===== src/rtl/rtc_bus_pkg.sv =====
// Shared constants for the RTC bus responder: register map and BCD wrap limits.
package rtc_bus_pkg;

    localparam logic [7:0] ADDR_CTRL = 8'h00;
    localparam logic [7:0] ADDR_SEC  = 8'h21;
    localparam logic [7:0] ADDR_MIN  = 8'h22;
    localparam logic [7:0] ADDR_HR   = 8'h23;
    localparam logic [7:0] ADDR_DAY  = 8'h24;
    localparam logic [7:0] ADDR_MON  = 8'h25;
    localparam logic [7:0] ADDR_YEAR = 8'h26;
    localparam logic [7:0] ADDR_XFER = 8'hF0;

    localparam logic [7:0] SEC_MIN  = 8'h00;
    localparam logic [7:0] SEC_MAX  = 8'h59;
    localparam logic [7:0] MIN_MIN  = 8'h00;
    localparam logic [7:0] MIN_MAX  = 8'h59;
    localparam logic [7:0] HR_MIN   = 8'h00;
    localparam logic [7:0] HR_MAX   = 8'h23;
    localparam logic [7:0] DAY_MIN  = 8'h01;
    localparam logic [7:0] DAY_MAX  = 8'h31;
    localparam logic [7:0] MON_MIN  = 8'h01;
    localparam logic [7:0] MON_MAX  = 8'h12;
    localparam logic [7:0] YEAR_MIN = 8'h00;
    localparam logic [7:0] YEAR_MAX = 8'h99;

endpackage


===== src/rtl/bcd_wrap_inc.sv =====
// Single BCD register increment with wrap to a minimum and carry out.
module bcd_wrap_inc (
    input  logic [7:0] value,
    input  logic [7:0] min,
    input  logic [7:0] max,
    input  logic       en,
    output logic [7:0] next,
    output logic       carry
);

    always_comb begin
        next  = value;
        carry = 1'b0;
        if (en) begin
            // Out-of-range bytes (e.g. written garbage) also fall into the wrap branch.
            if (value >= max) begin
                next  = min;
                carry = 1'b1;
            end else if (value[3:0] >= 4'd9) begin
                next = {value[7:4] + 4'd1, 4'd0};
            end else begin
                next = value + 8'd1;
            end
        end
    end

endmodule


===== src/rtl/rtc_bus_responder.sv =====
// Responder end of the RTC multiplexed address/data bus with a free-running BCD
// time/date block advanced once per divider period.
module rtc_bus_responder
    import rtc_bus_pkg::*;
#(
    parameter int unsigned TICK_DIV = 100000000
) (
    input  logic       CLK,
    input  logic       reset,
    input  logic       cs_n,
    input  logic       ad_n,
    input  logic       wr_n,
    input  logic       rd_n,
    input  logic [7:0] ADin,
    output logic [7:0] ADout,
    output logic       ad_oe,
    output logic       sec_tick
);

    localparam logic [31:0] DIV_LAST = 32'(TICK_DIV - 1);

    logic        ad_q, wr_q, rd_q;
    logic [7:0]  addr;
    logic        halt;
    logic [31:0] div_cnt;
    logic [7:0]  t_sec, t_min, t_hr, t_day, t_mon, t_year;
    logic [7:0]  sec_nxt, min_nxt, hr_nxt, day_nxt, mon_nxt, year_nxt;
    logic        sec_c, min_c, hr_c, day_c, mon_c, year_carry_unused;
    logic        tick, adv;
    logic        ad_rise, wr_rise, rd_active;
    logic [7:0]  rd_data;

    assign tick = (div_cnt == DIV_LAST);
    assign adv  = tick & ~halt;

    assign ad_rise   = ~ad_q & ad_n & ~cs_n;
    // rd_n must have stayed high into the wr_n release; a joint wr/rd release is a collision.
    assign wr_rise   = ~wr_q & wr_n & ~cs_n & rd_n & rd_q;
    assign rd_active = ~cs_n & ~rd_n & wr_n;

    bcd_wrap_inc u_inc_sec  (.value(t_sec),  .min(SEC_MIN),  .max(SEC_MAX),  .en(adv),   .next(sec_nxt),  .carry(sec_c));
    bcd_wrap_inc u_inc_min  (.value(t_min),  .min(MIN_MIN),  .max(MIN_MAX),  .en(sec_c), .next(min_nxt),  .carry(min_c));
    bcd_wrap_inc u_inc_hr   (.value(t_hr),   .min(HR_MIN),   .max(HR_MAX),   .en(min_c), .next(hr_nxt),   .carry(hr_c));
    bcd_wrap_inc u_inc_day  (.value(t_day),  .min(DAY_MIN),  .max(DAY_MAX),  .en(hr_c),  .next(day_nxt),  .carry(day_c));
    bcd_wrap_inc u_inc_mon  (.value(t_mon),  .min(MON_MIN),  .max(MON_MAX),  .en(day_c), .next(mon_nxt),  .carry(mon_c));
    bcd_wrap_inc u_inc_year (.value(t_year), .min(YEAR_MIN), .max(YEAR_MAX), .en(mon_c), .next(year_nxt), .carry(year_carry_unused));

    always_comb begin
        rd_data = 8'h00;
        case (addr)
            ADDR_CTRL: rd_data = {7'd0, halt};
            ADDR_SEC:  rd_data = t_sec;
            ADDR_MIN:  rd_data = t_min;
            ADDR_HR:   rd_data = t_hr;
            ADDR_DAY:  rd_data = t_day;
            ADDR_MON:  rd_data = t_mon;
            ADDR_YEAR: rd_data = t_year;
            ADDR_XFER: rd_data = 8'h00;
            default:   rd_data = 8'h00;
        endcase
    end

    always_ff @(posedge CLK) begin
        if (reset) begin
            ad_q     <= 1'b1;
            wr_q     <= 1'b1;
            rd_q     <= 1'b1;
            addr     <= 8'h00;
            halt     <= 1'b0;
            div_cnt  <= 32'd0;
            sec_tick <= 1'b0;
            t_sec    <= SEC_MIN;
            t_min    <= MIN_MIN;
            t_hr     <= HR_MIN;
            t_day    <= DAY_MIN;
            t_mon    <= MON_MIN;
            t_year   <= YEAR_MIN;
            ADout    <= 8'h00;
            ad_oe    <= 1'b0;
        end else begin
            ad_q <= ad_n;
            wr_q <= wr_n;
            rd_q <= rd_n;

            if (ad_rise)
                addr <= ADin;

            div_cnt  <= tick ? 32'd0 : div_cnt + 32'd1;
            sec_tick <= tick;

            t_sec  <= sec_nxt;
            t_min  <= min_nxt;
            t_hr   <= hr_nxt;
            t_day  <= day_nxt;
            t_mon  <= mon_nxt;
            t_year <= year_nxt;

            // Bus write overrides the tick update of the same register only.
            if (wr_rise) begin
                case (addr)
                    ADDR_CTRL: halt   <= ADin[0];
                    ADDR_SEC:  t_sec  <= ADin;
                    ADDR_MIN:  t_min  <= ADin;
                    ADDR_HR:   t_hr   <= ADin;
                    ADDR_DAY:  t_day  <= ADin;
                    ADDR_MON:  t_mon  <= ADin;
                    ADDR_YEAR: t_year <= ADin;
                    default: ;
                endcase
            end

            if (rd_active) begin
                ADout <= rd_data;
                ad_oe <= 1'b1;
            end else begin
                ad_oe <= 1'b0;
            end
        end
    end

endmodule


===== config.mk =====
export PLATFORM = sky130hd
export DESIGN_NAME = rtc_bus_responder
export DESIGN_NICKNAME = d
export VERILOG_FILES = /design/src/rtl/rtc_bus_pkg.sv /design/src/rtl/bcd_wrap_inc.sv /design/src/rtl/rtc_bus_responder.sv
export SDC_FILE = /design/constraint.sdc
export NUM_CORES = 1
export LEC_CHECK = 0
export CORE_ASPECT_RATIO = 1.75
export CORE_UTILIZATION = 52
export DETAILED_ROUTE_END_ITERATION = 10
export PLACE_DENSITY_LB_ADDON = 0.05
export SYNTH_ARGS = -nofsm -noshare
export SYNTH_HDL_FRONTEND = slang
export SYNTH_SLANG_ARGS = --single-unit

===== constraint.sdc =====
create_clock -name CLK -period 3.14 [get_ports CLK]
set_input_delay 0.628 -clock CLK [delete_from_list [all_inputs] [get_ports CLK]]
set_output_delay 0.628 -clock CLK [all_outputs]
set_load 0.02 [all_outputs]

==> impl_metrics.json, run 1 <==
{
  "p_leak_uw": 0.00235,
  "finClkSkew_ns": 0.0102,
  "drt-initial-drc-count": 315,
  "cts_sinks": 102,
  "max_freq_mhz": 377,
  "ctsHtreeMaxLevel": 3,
  "stdcell_area_mm2": 0.00670,
  "holdBufCountCts": 0,
  "yosys.cell_types.count": 65,
  "drv_cap": 0,
  "ys_seq_area_share_pct": 34.3,
  "netlist_area_mm2": 0.00595,
  "rr_worst_depth": 7,
  "cts.repair.resized": 0,
  "wl_per_cell_um": 20.2,
  "cts_setup_buffers": 0,
  "cts_root_buffer": "clkbuf_16",
  "crit_chain": "ha_1 -> nand4_2 -> or3_4 -> or3_1 -> nor3_1 -> a41oi_1 -> o22ai_1",
  "status": "complete, no violations",
  "die_x_um": 82.9,
  "antenna_found_initial": 0,
  "cp_data_arrival_time_ns": 2.92,
  "synth_ff_type": "dfxtp_1",
  "fin_cells": 895,
  "hold-worst-slack_ns": 0.455,
  "hp-class": "flop to flop",
  "min_to": "ADout[4]",
  "overflow": 0,
  "drt_pass1_iterations": 5,
  "clockBufferDepth": 2,
  "critPathMaxStageDelay_ns": 0.58,
  "holdPathStages": 2,
  "grt_pass1_vias": 5561,
  "ant_nets": 0,
  "power_density_mw_per_mm2": 403,
  "hold_start": "ADout[4]",
  "cts_tree": "built",
  "grt_pass1_wl_um": 28800,
  "vias_per_cell": 6.36,
  "placed_area_mm2": 0.00635,
  "rsz0062_at_grt": "no",
  "synth-seq-cells": 102,
  "cp-end-kind": "flop",
  "diodes": 0,
  "fin_nets": 803,
  "worstReg2RegStart": "div_cnt[0]",
  "num_vias": 5688,
  "path_clk_slew_ns": 0.07,
  "io_pins": 24,
  "synthArstFlopShare_pct": 0,
  "cp-startpoint": "div_cnt[0]",
  "grt_use_total_pct": 31.4,
  "slew_headroom_pct": 41.6,
  "final.setup.tns_ns": 0,
  "area_growth_pct": 12.5,
  "gp_congestion": 0.929,
  "final_hold_viol_count": 0,
  "r2r_slack_ns": 0.49,
  "fin_ws_ns": 0.490,
  "crit_fanout": 11,
  "dp_cells": 879,
  "grt_max_degree": 47,
  "post-place-ws_ns": 0.261,
  "hpwl_um": 13400,
  "drc": 0,
  "synth_warnings": 0,
  "core_area_mm2": 0.0111,
  "ir_drop_uv": 379,
  "rows": 51,
  "cp.required_ns": 3.41,
  "port_buffers": 23,
  "netlist_instances": 736,
  "initial_utilization_pct": 53.6,
  "slew_viol_final": 0,
  "dieArea_mm2": 0.0119,
  "worst_slew_pin_slew_ns": 0.876,
  "worst_r2r_endpoint": "t_hr[7]",
  "crit_type": "flop to flop",
  "drive_gt1_share_pct": 7.73,
  "synth_area_per_cell_um2": 8.09,
  "die-height_um": 144,
  "critPathLaunchType": "flop",
  "synth-edff-count": 0,
  "wl_um": 18100,
  "clk_latency_ns": 0.35,
  "finalSetupViolations": 0,
  "synthesis.nets": 781,
  "crit_slowest_cell": "or3_1",
  "cts_buffers": 9,
  "period_share_pct": 84.4,
  "min_period_ns": 2.65
}
## worst max path at each step
stage / end / slack, ns / depth (start not counted)
after global placement: t_min[5] / 0.36 / 8
final: t_hr[7] / 0.49 / 7
after CTS: t_hr[7] / 0.48 / 7
after global routing: t_min[5] / 0.29 / 8
after floorplan: t_year[0] / 0.78 / 8
after detailed placement: t_min[5] / 0.26 / 8
## state kept, by name (all words and copies together) (netlist names), 8 cells and up
name / cells
t_min: 8
t_mon: 8
ADout: 8
t_day: 8
t_year: 8
addr: 8
t_sec: 8
div_cnt: 32
t_hr: 8
## cell type report
type	count	area (um^2)
Clock inverter	4	77.6
Sequential cell	102	2040
Inverter	26	97.6
Clock buffer	12	267
Tap cell	132	165
Timing Repair Buffer	41	360
Fill cell	1029	4410
Multi-Input combinational cell	578	3690
## through the flow
| stage | util [%] | power (uW) |
|---|---|---|
| 2_1_floorplan | - | 1390 |
| 3_3_place_gp | 57.2 | 1450 |
| 3_5_place_dp | 57.2 | 1450 |
| 4_1_cts | 60.3 | 2710 |
| 5_1_grt | 60.3 | 2770 |
| 6_report | 60.3 | 2700 |
## cell families after synthesis
| family | Yosys count | synth area share, % |
|---|---|---|
| xor gates and xnor gates | 28 | 4.12 |
| and+or+nand+nor | 332 | 29.3 |
| DFF | 102 | 34.3 |
| buffers and inverters | 56 | 3.76 |
| adders and majority gates | 31 | 6.52 |
| AOI/OAI and AO/OA | 162 | 17.7 |
| muxes | 25 | 4.31 |
## power breakdown
part	internal, uW	switching [uW]
Sequential	1300	6.85
Combinational	39.7	73.6
Clock	767	507
Total	2110	587
## per-layer routing
layer | vias to the layer above | GRT usage (%) | share of wire (%)
met5 | - | 0 | 0
met4 | 0 | 26.4 | 8.1
met3 | 83 | 5.92 | 4.7
met2 | 217 | 56.3 | 51
met1 | 2666 | 31.1 | 36
li1 | 2722 | - | -
## cells in the mapped netlist (all sizes together), types with 6 or more instances
master / n / share of area, %
dfxtp: 102 / 34
nor2: 84 / 5.3
nand2: 60 / 3.8
nand3: 46 / 3.9
a21oi: 39 / 3.3
o21ai: 36 / 3.0
ha: 31 / 6.5
inv: 26 / 1.6
nor3: 23 / 2.2
clkbuf: 22 / 1.4
mux2i: 20 / 3.4
a211oi: 16 / 2.0
xor2: 16 / 2.4
nor4: 15 / 1.9
nand4: 13 / 1.5
and2: 12 / 1.3
and3: 12 / 1.3
xnor2: 12 / 1.8
a22oi: 11 / 1.4
nand2b: 11 / 1.2
or3: 11 / 1.2
a31oi: 9 / 0.95
nor2b: 9 / 0.95
o22ai: 9 / 0.95
buf: 8 / 0.71
nor3b: 8 / 1.0
and4: 6 / 0.88
o21bai: 6 / 0.76
## layout by cell type (no fill, tap or decap), types with 10 or more instances in the layout
cell             count
dfxtp_1            102
nor2_1              83
nand2_1             60
nand3_1             46
a21oi_1             39
o21ai_0             36
ha_1                31
inv_1               26
clkdlybuf4s50_1     22
nor3_1              20
mux2i_1             20
buf_4               18
a211oi_1            16
xor2_1              16
nor4_1              12
and3_1              12
nand4_1             12
xnor2_1             12
and2_1              11
a22oi_1             11
nand2b_1            11
or3_1               10
## critical path, delay by kind of cell, from the launching register on
kind / cells / cell delay, ns
compound gates: 2 / 0.35
fa+ha+maj: 1 / 0.25
flops: 1 / 0.37
simple gates: 4 / 1.61
Note: power is estimated with default switching activity, not from simulation.
==> run 2, diff against run 1 <==
Clock period 3.14 ns to 2.6 ns, I/O delays scaled along.
==> run 2 against run 1 <==
  * Clock power up 10%
  * Setup slack worse by 0.32 ns
  * Non-clock buffer count increased by 27
  * Sequential share of layout area decreased by 0.99 points
  * Critical path depth grew 1
  * Largest power group unchanged
==> impl_metrics.json, run 2 (synthesis gave the netlist of run 1 again) <==
{
  "final_cell_mix": "102 x dfxtp_1, 83 x nor2_1, 60 x nand2_1",
  "power_density_mw_per_mm2": 452,
  "clk_latency_ns": 0.35,
  "drc": 0,
  "cp.required_ns": 2.85,
  "cts_root_buffer": "clkbuf_16",
  "grt_use_total_pct": 32.2,
  "dieArea_mm2": 0.0119,
  "grt_max_degree": 32,
  "multi_input_area_mm2": 0.00374,
  "cts_buffers": 9,
  "cp-end-kind": "flop",
  "io_pins": 24,
  "final_hold_viol_count": 0,
  "grt_pass1_wl_um": 29600,
  "max_freq_mhz": 411,
  "worstReg2RegStart": "t_sec[1]",
  "die_x_um": 82.9,
  "finClkSkew_ns": 0.00983,
  "slew_headroom_pct": 53.1,
  "cts_sinks": 102,
  "hold_start": "ADout[2]",
  "critPathMaxStageDelay_ns": 0.41,
  "grt_pass1_vias": 5850,
  "antenna_found_initial": 0,
  "worst_slew_pin_slew_ns": 0.701,
  "fin_nets": 830,
  "rows": 51,
  "crit_fanout": 6,
  "post-place-ws_ns": 0.0143,
  "vias_per_cell": 6.38,
  "port_buffers": 23,
  "final_util_pct": 62.3,
  "period_share_pct": 93.6,
  "cts_setup_buffers": 0,
  "largest_reg_flops": 32,
  "hp-class": "flop to flop",
  "seq_area_mm2": 0.00204,
  "ant_nets": 0,
  "num_vias": 5878,
  "wl_um": 18700,
  "final_common_cell": "dfxtp_1",
  "crit_chain": "inv_1 -> ha_1 -> nor3b_1 -> o21a_2 -> nor2_1 -> nand2_1 -> o41a_1 -> a211oi_1",
  "diodes": 0,
  "status": "complete, no violations",
  "drv_cap": 0,
  "core_area_mm2": 0.0111,
  "cp_data_arrival_time_ns": 2.69,
  "crit_type": "flop to flop",
  "ctsHtreeMaxLevel": 3,
  "top_register": "div_cnt",
  "drive_gt1_share_pct": 11.8,
  "clockBufferDepth": 2,
  "min_period_ns": 2.43,
  "crit_slowest_cell": "dfxtp_1",
  "rsz0062_at_grt": "no",
  "gp_congestion": 0.953,
  "drt-initial-drc-count": 438,
  "ir_drop_uv": 615,
  "path_clk_slew_ns": 0.07,
  "critPathLaunchType": "flop",
  "slew_viol_final": 0,
  "overflow": 0,
  "wl_per_cell_um": 20.3,
  "area_growth_pct": 16.2,
  "fin_ws_ns": 0.166,
  "cts_tree": "built",
  "p_leak_uw": 0.00252,
  "hpwl_um": 14200,
  "finalSetupViolations": 0,
  "n_fill_cell": 1030,
  "final.setup.tns_ns": 0,
  "cp-startpoint": "t_sec[1]",
  "initial_utilization_pct": 53.6,
  "drt_pass1_iterations": 5,
  "die-height_um": 144
}
## run 2: cell count changes in the layout (fill, tap and decap cells not counted), moves of 2 or more
cell	before	now
buf_4	18	45
clkinv_2	0	2
nand3_1	46	44
nand3_2	0	2
nor3_1	20	18
nor3_4	0	2
## run 2: metrics by stage
step	instance area (um^2)	std cells	hold slack [ns]	power (uW)
after CTS	6860	922	0.457	3160
final	6920	922	0.452	3130
after detailed placement	6550	906	0.441	1760
after floorplan	5950	736	0.430	1680
after global placement	6550	906	0.436	1750
after global routing	6920	922	0.482	3230
## run 2: final timing paths
path	to	slack, ns	depth (start not counted)
max reg2reg	t_hr[2]	0.17	8
min reg2reg	ADout[2]	0.45	2
min	ADout[2]	0.45	2
max	t_hr[2]	0.17	8
## run 2: critical path, delay by kind of cell, from the launching register on
family / cells / cell delay [ns]
flip-flops: 1 / 0.41
AND/OR/NAND/NOR: 3 / 0.69
adder cells (fa/ha/maj): 1 / 0.19
AO/OA/AOI/OAI: 3 / 0.94
buffers and inverters: 1 / 0.11
## run 2: routing by layer
| layer | global-route usage [%] | vias up | part of all wire, % | routed length, um |
|---|---|---|---|---|
| li1 | - | 2778 | - | - |
| met1 | 31.0 | 2777 | 35 | 6640 |
| met2 | 58.5 | 234 | 51 | 9610 |
| met3 | 5.57 | 89 | 4.5 | 847 |
| met4 | 28.9 | 0 | 8.7 | 1630 |
| met5 | 0 | - | 0 | 0 |
## run 2: repair_timing
item / CTS / global route
hold buffers: 0 / 0
resized for setup: 0 / 10
endpoints found under the setup margin: 0 / 13
## run 2: cell type report
cell class                 count  share of cell area [%]
tap                          132                    2.39
sequential                   102                    29.5
timing repair buffer          68                    8.14
inverter                      26                    1.41
multi-input combinational    578                    54.1
clock buffer                  11                    3.65
clock inverter                 5                   0.832
## run 2: where the power goes
part | internal [uW] | switching, uW | total [uW]
registers | 1570 | 9.82 | 1580
clock network | 800 | 604 | 1400
logic | 52.3 | 90.0 | 142
==> edit (config.mk and constraints of run 1) <==
The output `sec_tick` loses its register stage (`sec_tick` becomes a continuous assignment).
--- a/src/rtl/rtc_bus_responder.sv
+++ b/src/rtl/rtc_bus_responder.sv
@@ -68,7 +68,6 @@
             addr     <= 8'h00;
             halt     <= 1'b0;
             div_cnt  <= 32'd0;
-            sec_tick <= 1'b0;
             t_sec    <= SEC_MIN;
             t_min    <= MIN_MIN;
             t_hr     <= HR_MIN;
@@ -86,7 +85,6 @@
                 addr <= ADin;
 
             div_cnt  <= tick ? 32'd0 : div_cnt + 32'd1;
-            sec_tick <= tick;
 
             t_sec  <= sec_nxt;
             t_min  <= min_nxt;
@@ -118,5 +116,7 @@
         end
     end
 
+    assign sec_tick = tick;
+
 endmodule
 
Check against the original RTL: no difference found for any inputs over 4 cycles, from zero or initial values and one cycle with reset high; that may be too few to reach the edited logic, so the function may still have changed.
==> edit against run 1 <==
  * Area after synthesis decreased by 1.5%
  * Final area decreased by 1.5%
  * Fmax shrank 11%
  * Worst setup slack worse by 0.32 ns
  * Synthesized cell count decreased by 1.4%
  * Non-clock buffer count grew 2
  * Hold slack improved by 0.018 ns
  * Total power shrank 4.1%
  * Sequential cell count fell by 1
  * Wire length shrank 1.2%
  * Global-route usage grew 0.65 points
==> edit: results (changes against run 1) <==
run status finished, final reports clean; LEAKAGE 0.00244 uW (+3.7%); Post-CTS Setup Bufs 0 (unchanged); Syn Area/Cell 8.08 um2 (-0.14%); most flop-heavy register div_cnt; met2 WL 9.04 mm (-2.2%); met3 wire len 747 um (-11%); Worst-Skew Late Latency 0.35 ns (about the same); Async SR Flop Fraction 0% (unchanged); largest net degree at the start of global routing 32 (-32%); share of layout cells above drive strength 1 7.45% (-0.29 points); Nets 792 (-1.4%); post-synthesis sequential area ratio 34.5% (+0.18 points); vias in the first global route 5310 (-4.5%); Unique masters post-synth 65 (unchanged); RD Place Congestion 0.956 (+2.9%); fin cells 884 (-1.2%); Metal-1 WL 6.73 mm (+2.8%); gr usage total 32.0% (+0.65 points); placed wire-length estimate 13.1 mm (-2.4%); total CTS buffers 9 (unchanged); net count after synthesis 771 (-1.3%); max layer used met4; top cells by area, synth dfxtp_1 (34%), ha_1 (6.6%), nor2_1 (6.3%), nand2_1 (4.4%), o21ai_0 (3.1%); Reg clk slew, reported paths 0.07 ns (about the same); Initial DRT Pass Iterations 5 (unchanged); top post-synthesis cells by count dfxtp_1 (101), nor2_1 (98), nand2_1 (69); Longest Clk Path Bufs 2 (unchanged); skew final 0.00746 ns (-0.00274 ns); DR WL/cell 20.2 um (about the same); crit path DAT 3.24 ns (+0.32 ns); Worst Hold Class register to register; DR vias 5664 (-0.42%); max reg flops 32 (unchanged); Critical Path Fanout Max 10 (-1); dpl cells 868 (-1.3%); IO buf count 23 (unchanged); Root Buffer clkbuf_16; Warnings, synthesis 0 (unchanged); Worst Max-Slew Pin Slew 0.922 ns (+0.0461 ns); Max IR drop VDD 0.336 mV (-11%); first-pass GRT wire length 27.6 mm (-4.3%); drt initial violations 422 (+34%)
[edit: cell types whose count changed after synthesis, moves of 5 or more]
cell	before	now
a311oi_1	3	12
nor2_1	83	98
nor2b_1	9	2
nand2_1	60	69
a22o_1	0	9
and3_1	12	18
nand3_1	46	32
nand2b_1	11	6
a211o_1	0	5
a21oi_1	39	26
[edit: final cells by class]
| class | count | area, um2 |
|---|---|---|
| fill | 1050 | 4440 |
| multi-input combinational | 563 | 3600 |
| inverter | 29 | 109 |
| sequential | 101 | 2020 |
| clock inverter | 7 | 86.3 |
| timing repair buffer | 43 | 387 |
| clock buffer | 9 | 225 |
| tap | 132 | 165 |
[edit: what timing repair did]
item	4_1_cts	5_1_grt
gates resized for setup	1	0
setup endpoints to repair	1	3
hold buffers	0	0
pin swaps	0	1
[edit: path summary, 6_finish.rpt]
check / endpoint / depth (start not counted) / slack [ns] / from
worst max-delay path: t_year[6]$_SDFF_PP0_ / 7 / 0.17 / div_cnt[0]$_SDFF_PP0_
worst min-delay path: ADout[1]$_SDFFE_PP0P_ / 2 / 0.47 / ADout[1]$_SDFFE_PP0P_
worst max register to register: t_year[6]$_SDFF_PP0_ / 7 / 0.17 / div_cnt[0]$_SDFF_PP0_
worst min register to register: ADout[1]$_SDFFE_PP0P_ / 2 / 0.47 / ADout[1]$_SDFFE_PP0P_
[edit: power by group]
| part | internal [uW] | switching, uW | total [uW] |
|---|---|---|---|
| sequential | 1290 | 7.36 | 1290 |
| combinational | 35.7 | 74.1 | 110 |
| clock | 639 | 542 | 1180 |
[edit: logic make-up (layout without fill, tap and decap cells)]
logic type                 Yosys count  count (layout)  share of synthesized area (%)
adders and majority gates           32              32                           6.79
DFF                                101             101                           34.5
xor gates and xnor gates            31              31                           4.63
AOI/OAI and AO/OA                  159             159                           18.5
and+or+nand+nor                    319             319                           27.6
muxes                               22              22                           3.86
buffers and inverters               62              88                           4.14
[edit: layer usage]
metal / up-vias / global-route usage (%)
li1: 2696 / -
met4: 0 / 25.0
met1: 2714 / 34.8
met5: - / 0
met2: 180 / 53.8
met3: 74 / 4.62
[edit: critical path, stage by stage (launching register included)]
cell and delay, ns:
dfxtp_1 0.39, ha_1 0.24, inv_1 0.07, or4_4 0.55
nor4_2 0.44, nand4_2 0.35, or4_1 0.59, a311oi_1 0.25
[edit: per-stage QoR]
| step | setup TNS (ns) | setup WS (ns) | area [um2] | total power, uW |
|---|---|---|---|---|
| after CTS | 0 | 0.182 | 6600 | 2600 |
| after global routing | -0.0443 | -0.0396 | 6600 | 2650 |
| after detailed placement | 0 | 0.193 | 6290 | 1430 |
| after floorplan | 0 | 0.601 | 5860 | 1380 |
| after global placement | 0 | 0.329 | 6290 | 1430 |
| final | 0 | 0.170 | 6600 | 2590 |
